$ cat config.mk
export PLATFORM = sky130hd
export DESIGN_NAME = rom_sequencer
export DESIGN_NICKNAME = d
export VERILOG_FILES = /design/src/rtl/rom_seq_pkg.sv /design/src/rtl/rom_16x8.sv /design/src/rtl/rom_sequencer.sv
export SDC_FILE = /design/constraint.sdc
export NUM_CORES = 1
export LEC_CHECK = 0
export BUFFER_PORTS_ARGS = -buffer_cell sky130_fd_sc_hd__buf_2
export CAP_MARGIN = 20
export CORE_ASPECT_RATIO = 0.8
export CORE_MARGIN = 2
export CORE_UTILIZATION = 53
export DETAILED_ROUTE_END_ITERATION = 16
export GPL_TIMING_DRIVEN = 1
export PLACE_DENSITY = 0.77
export SKIP_CTS_REPAIR_TIMING = 1
export SLEW_MARGIN = 10
export SYNTH_ARGS = -nofsm -noshare
export SYNTH_HDL_FRONTEND = slang
export SYNTH_HIERARCHICAL = 1
export SYNTH_SLANG_ARGS = --single-unit
$ cat constraint.sdc
create_clock -name clk -period 2.1 [get_ports clk]
set_input_delay 0.42 -clock clk [delete_from_list [all_inputs] [get_ports clk]]
set_output_delay 0.42 -clock clk [all_outputs]
set_load 0.01 [all_outputs]
$ cat src/rtl/rom_seq_pkg.sv
// rom_seq_pkg: shared widths and FSM encoding for rom_sequencer
package rom_seq_pkg;
  localparam int ADDR_W = 4;
  localparam int DATA_W = 8;
  typedef enum logic [1:0] {S_IDLE = 2'd0, S_FETCH = 2'd1, S_SEND = 2'd2} state_t;
endpackage

$ cat src/rtl/rom_16x8.sv
// rom_16x8: 16-entry x 8-bit asynchronous-read constant ROM
module rom_16x8 (
  input  logic [3:0] i_addr,
  output logic [7:0] o_data
);
  always_comb
    case (i_addr)
      4'd0:    o_data = 8'h1B;
      4'd1:    o_data = 8'h0D;
      4'd2:    o_data = 8'h3A;
      4'd3:    o_data = 8'h47;
      4'd4:    o_data = 8'h52;
      4'd5:    o_data = 8'h6E;
      4'd6:    o_data = 8'h71;
      4'd7:    o_data = 8'h88;
      4'd8:    o_data = 8'h93;
      4'd9:    o_data = 8'hA5;
      4'd10:   o_data = 8'hB6;
      4'd11:   o_data = 8'hC4;
      4'd12:   o_data = 8'hD9;
      4'd13:   o_data = 8'hE2;
      4'd14:   o_data = 8'hF0;
      default: o_data = 8'h1F;
    endcase
endmodule

$ cat src/rtl/rom_sequencer.sv
// rom_sequencer: streams a burst of ROM words over a valid/ready handshake.
// Define ROM_SEQ_CHECKSUM_EN to XOR-accumulate handshaken words on chk.
module rom_sequencer #(
  parameter int ADDR_W = rom_seq_pkg::ADDR_W,
  parameter int DATA_W = rom_seq_pkg::DATA_W
) (
  input  logic              clk,
  input  logic              rst_n,
  input  logic              start,
  input  logic [ADDR_W-1:0] start_addr,
  input  logic [ADDR_W-1:0] len,
  input  logic              abort,
  output logic [DATA_W-1:0] dout,
  output logic              dout_valid,
  input  logic              dout_ready,
  output logic              busy,
  output logic              done,
  output logic [DATA_W-1:0] chk
);
  import rom_seq_pkg::*;
  state_t            r_state;
  logic [ADDR_W-1:0] r_addr;
  logic [ADDR_W-1:0] r_cnt;
  logic [DATA_W-1:0] r_dout;
  logic              r_valid;
  logic              r_done;
  logic [DATA_W-1:0] w_rom;
  logic              w_go;
  rom_16x8 u_rom (.i_addr(r_addr), .o_data(w_rom));
  assign w_go       = (r_state == S_IDLE) && start && !abort;
  assign dout       = r_dout;
  assign dout_valid = r_valid;
  assign busy       = r_state != S_IDLE;
  assign done       = r_done;
  always_ff @(posedge clk or negedge rst_n)
    if (!rst_n) begin
      r_state <= S_IDLE;
      r_addr  <= '0;
      r_cnt   <= '0;
      r_dout  <= '0;
      r_valid <= 1'b0;
      r_done  <= 1'b0;
    end else begin
      r_done <= 1'b0;
      case (r_state)
        S_IDLE:
          if (w_go) begin
            r_addr  <= start_addr;
            r_cnt   <= len;
            r_state <= S_FETCH;
          end
        S_FETCH:
          if (abort) r_state <= S_IDLE;
          else begin
            r_dout  <= w_rom;
            r_valid <= 1'b1;
            r_state <= S_SEND;
          end
        S_SEND:
          // abort wins over a coincident handshake and never yields done
          if (abort) begin
            r_valid <= 1'b0;
            r_state <= S_IDLE;
          end else if (dout_ready) begin
            r_valid <= 1'b0;
            if (r_cnt == '0) begin
              r_done  <= 1'b1;
              r_state <= S_IDLE;
            end else begin
              r_addr  <= r_addr + 1'b1;
              r_cnt   <= r_cnt - 1'b1;
              r_state <= S_FETCH;
            end
          end
        default: r_state <= S_IDLE;
      endcase
    end
`ifdef ROM_SEQ_CHECKSUM_EN
  logic [DATA_W-1:0] r_chk;
  logic              w_hs;
  assign w_hs = (r_state == S_SEND) && r_valid && dout_ready;
  assign chk  = r_chk;
  always_ff @(posedge clk or negedge rst_n)
    if (!rst_n) r_chk <= '0;
    else if (w_go) r_chk <= '0;
    else if (w_hs) r_chk <= r_chk ^ r_dout;
`else
  assign chk = '0;
`endif
endmodule

Word-level counts from Yosys, hierarchy flattened
Memories as Yosys holds them, arrays and structs flattened. A register that Yosys moved wholly into a read port is not among the register bits.
Index checks and enable logic that the tools add are counted.
{"block": "word_totals", "romBits": 128, "inputBits": 13, "ramBits": 0, "n_memories": 1, "reg_bits": 12, "latchBits": 0}
{"name": "(no name shown)", "words": 16, "word_bits": 8, "read_ports": 1, "rd_ports_with_merged_regs": 1, "wr": 0, "line": "rom_16x8.sv:7", "rtl": "case (i_addr)"}
{"block": "classes", "eq_ne": 8, "mux": 24, "magnitude_cmp": 0, "multipliers": 0, "n_reduce_logical": 13, "bitwise": 1, "div": 0, "n_shift": 0, "add_sub_neg": 2}
{"op": "2-to-1 mux 4 bit", "count": 8}
{"op": "case mux 4 bit (2 select lines)", "count": 2}
{"op": "inequality test 2 bit, second input constant", "count": 5}
{"op": "2-to-1 mux 1 bit", "count": 8}
{"op": "2-to-1 mux 2 bit", "count": 4}
{"op": "case mux 2 bit (3 select lines)", "count": 1}
{"op": "nonzero test 2 bit", "count": 3}
{"op": "AND reduction 5 bit", "count": 1}
{"op": "adder 4 x 1 -> 4 bit, second input constant", "count": 1}
{"op": "zero test 4 bit", "count": 1}
{"op": "AND reduction 2 bit", "count": 2}
{"op": "subtractor 4 x 1 -> 4 bit, second input constant", "count": 1}
{"op": "inequality test 3 bit, second input constant", "count": 1}
{"op": "AND reduction 3 bit", "count": 1}
{"op": "== test 2 x 1 -> 1 bit, second input constant", "count": 1}
{"op": "== test 2 bit, second input constant", "count": 1}
{"op": "logical AND 1 bit", "count": 2}
{"op": "zero test 1 bit", "count": 2}
{"op": "zero test 2 bit", "count": 1}
{"op": "case mux 1 bit (2 select lines)", "count": 1}
{"op": "inverter 1 bit", "count": 1}

Depth between registers and ports, before layout
{"block": "depth", "word_depth": 5, "ltp_mapped": 6}

Hierarchy
Netlist, hierarchy kept.
{"module": "rom_sequencer", "cells_per_inst": 101, "seq_area_each_um2": 500.5, "n_inst": 1, "area_each_um2": 1117.3}
{"module": "rom_16x8", "cells_per_inst": 34, "seq_area_each_um2": 0.0, "n_inst": 1, "area_each_um2": 306.5}

Least setup slack after synthesis
OpenSTA, ideal clock, no wires.
{"block": "synth_path", "kind": "register to register", "startpoint": "register r_addr[0]", "endpoint": "register r_dout[0] (netlist: dout[0])", "n_path_buf": 0, "t_arrival_ns": 1.672, "required_time_ns": 1.975, "path_stages_with_launch": 6, "synth_period_minus_slack_ns": 1.796, "slack_ns": 0.304, "path_cell_list": "dfrtp_1 > inv_1 > ha_1 > inv_1 > mux4_2 > mux2_2"}
{"element": "start, declared", "line": "rom_sequencer.sv:22", "rtl": "logic [ADDR_W-1:0] r_addr;"}
{"element": "start signal, assigned", "line": "rom_sequencer.sv:48", "rtl": "r_addr <= start_addr;"}
{"element": "start signal, assigned", "line": "rom_sequencer.sv:70", "rtl": "r_addr <= r_addr + 1'b1;"}
{"element": "end, declared", "line": "rom_sequencer.sv:24", "rtl": "logic [DATA_W-1:0] r_dout;"}

==> results.md <==
* Diode count at 0
* Inserted Clock Buffers at 3
* Layout area overhead at 10.90%
* Final Wtd Congestion at 0.9012
* Number of DRC markers in iteration 0 at 35
* Nets at 184
* CTS Buffer Depth at 2
* Total Routing Usage GR at 20.11%
* Setup crit end kind: register
* Chip height at 50.36 um
* Fmax at 537.4 MHz
* Post-Route Setup TNS at 0 ns
* Max-cap violations at 0
* Post-synth top area share at 35.15%
* Top-Level Pins at 32
* Initial antenna violation count at 0
* Max transition margin at 66.37%
* Global-route wire length before repair at 4643 um
* Commonest non-fill, non-tap cell in the layout: buf_2
* Total Power at 0.001494 W
* Yosys reg bits at 20
* Leakage at 0.7381 nW
* Cell taking the most area after synthesis: dfrtp_1
* Router iterations before antenna repair at 4
* WS Path Type: reg2reg
* RSZ-0062 raised after global routing: false
* R2R depth at 5
* Congestion Overflow GR at 0
* Hold Vio Cnt, Final at 0
* Clock sinks at 20
* Die Footprint at 3120 um^2
* Final non-filler cell total at 195
* WHS at 0.03327 ns
* Die width at 61.95 um
* Share of cells above drive strength 1 at 33.96%
* Most frequent cells in the layout: buf_2, dfrtp_1, mux2_2
* Clock root cell: clkbuf_4
* Mapped Area at 1424 um^2
* Worst-skew pair later-pin latency at 0.31 ns
* Detailed placer's ending HPWL at 2038 um
* Starting density of the core at 56.90%
* Synth area leaders: dfrtp_1, mux2_2, ha_1, buf_4, mux4_2
* CORE AREA at 2502 um^2
* Tmin final at 1.861 ns
* Residual DRC count at 0
* TritonCTS clock tree: done
* H-tree Lvls at 1
* Run status: finished clean
* Clock transition at path regs at 0.13 ns
* Critical path fanouts, max at 9
* WL per Instance at 14.22 um
* IO buf count at 23
* Most common flop cell mapped by yosys: dfrtp_1
* FF-to-FF Start: r_addr[1]
* Largest net degree at the start of global routing at 21
* Seq/Total Area, Yosys at 35.15%
* Number of fill cells at 201
* Via-per-instance ratio at 5.482
* Worst vdd ir at 0.5204 mV
* Placed insts at 191
* Reg2reg end: dout[0]
* Clk_skew at 0.01689 ns
* Final setup fails at 0
* Syn_area_per_cell at 10.55 um^2
* YS warnings at 6
* Final Max Slew Viols at 0
* Vias in the first global route at 979
* Final wirelength at 2772 um
* Post-synth EDFFs at 0
* Reg-to-reg slack, setup at 0.24 ns
* Tightest Hold Check Type: in2async
* Worst Path Required at 2.31 ns
* Synth Instances at 135
* Cell Pwr Density at 945.9 nW/um^2
* Ys async rst share at 100.0%
* Slew @ Worst Pin at 0.5045 ns
* WP data arrival at 2.07 ns
* Std cell rows at 16
* Netlist cell types at 46
* Post-route ant nets at 0
* Fin crit share at 88.60%
* Routed via count at 1069
* Crit start category: register
==> per-layer routing <==
metal | GRT usage [%] | share of wire [%] | up-vias
li1 | - | - | 523
met2 | 27.78 | 45 | 34
met1 | 30.58 | 49 | 510
met4 | 4.610 | 0.43 | 0
met3 | 6.186 | 5.9 | 2
met5 | 0 | 0 | -
==> state kept, by name, indices dropped and copies added, names as in the netlist <==
signal      count
dout            8
done            1
r_addr          4
r_cnt           4
r_state         2
dout_valid      1
==> power breakdown <==
group | internal, W | leakage, nW | switching (W)
combinational | 0.000333 | 0.475 | 0.000297
clock | 0.000106 | 0.0210 | 0.000123
sequential | 0.000506 | 0.242 | 0.000129
total | 0.000945 | 0.738 | 0.000548
==> cells in the mapped netlist (2+ instances only) <==
| cell | number |
|---|---|
| a21oi_1 | 3 |
| a2bb2oi_1 | 2 |
| buf_2 | 3 |
| buf_4 | 8 |
| dfrtp_1 | 20 |
| ha_1 | 11 |
| inv_1 | 9 |
| mux2_2 | 13 |
| mux2i_1 | 4 |
| mux4_2 | 2 |
| nand2_1 | 4 |
| nand2b_1 | 4 |
| nand4_1 | 2 |
| nor2_1 | 5 |
| nor3_1 | 2 |
| nor3b_1 | 5 |
| o2111ai_1 | 2 |
| o211ai_1 | 5 |
| o21ai_0 | 3 |
| or2_2 | 2 |
==> stage by stage <==
step	cell area (um^2)	util (%)	setup WS, ns
6_report	1579	63.10	0.2394
5_1_grt	1579	63.10	0.1518
4_1_cts	1579	63.10	0.2473
3_5_place_dp	1543	61.65	0.2689
3_3_place_gp	1543	61.65	0.3562
2_1_floorplan	1450	-	0.3036
==> worst max-delay path by stage <==
stage	start	endpoint	depth (start not counted)
finish	r_addr[1]	dout[0]	5
global route	r_addr[1]	dout[0]	5
CTS	r_addr[1]	dout[0]	5
detailed placement	r_addr[1]	dout[0]	5
global placement	r_addr[1]	dout[0]	5
floorplan	r_addr[0]	dout[0]	5
==> worst max-delay path, stage by stage (launching register included) <==
cell and delay [ns]:
dfrtp_1 0.53, inv_1 0.15, ha_1 0.33, inv_1 0.04, mux4_2 0.44, mux2_2 0.27
==> area by class of cell <==
type                    count  area, um^2  area share, %
repair buffers             26       137.6          8.716
inverters                  11       43.79          2.773
well taps                  36       45.04          2.853
multi-input cells          98       815.8          51.66
flip-flops and latches     20       500.5          31.70
clock buffers               4       36.28          2.298
==> logic make-up after synthesis <==
logic type | after synthesis | share of synthesized area, %
and+or+nand+nor | 33 | 14.15
AOI/OAI and AO/OA | 25 | 13.45
buffers and inverters | 24 | 9.402
muxes | 20 | 17.31
DFF | 20 | 35.15
adders and majority gates | 11 | 9.666
other | 1 | 0.2634
xor gates and xnor gates | 1 | 0.6152
No activity file was read; power rests on OpenSTA's default activity.
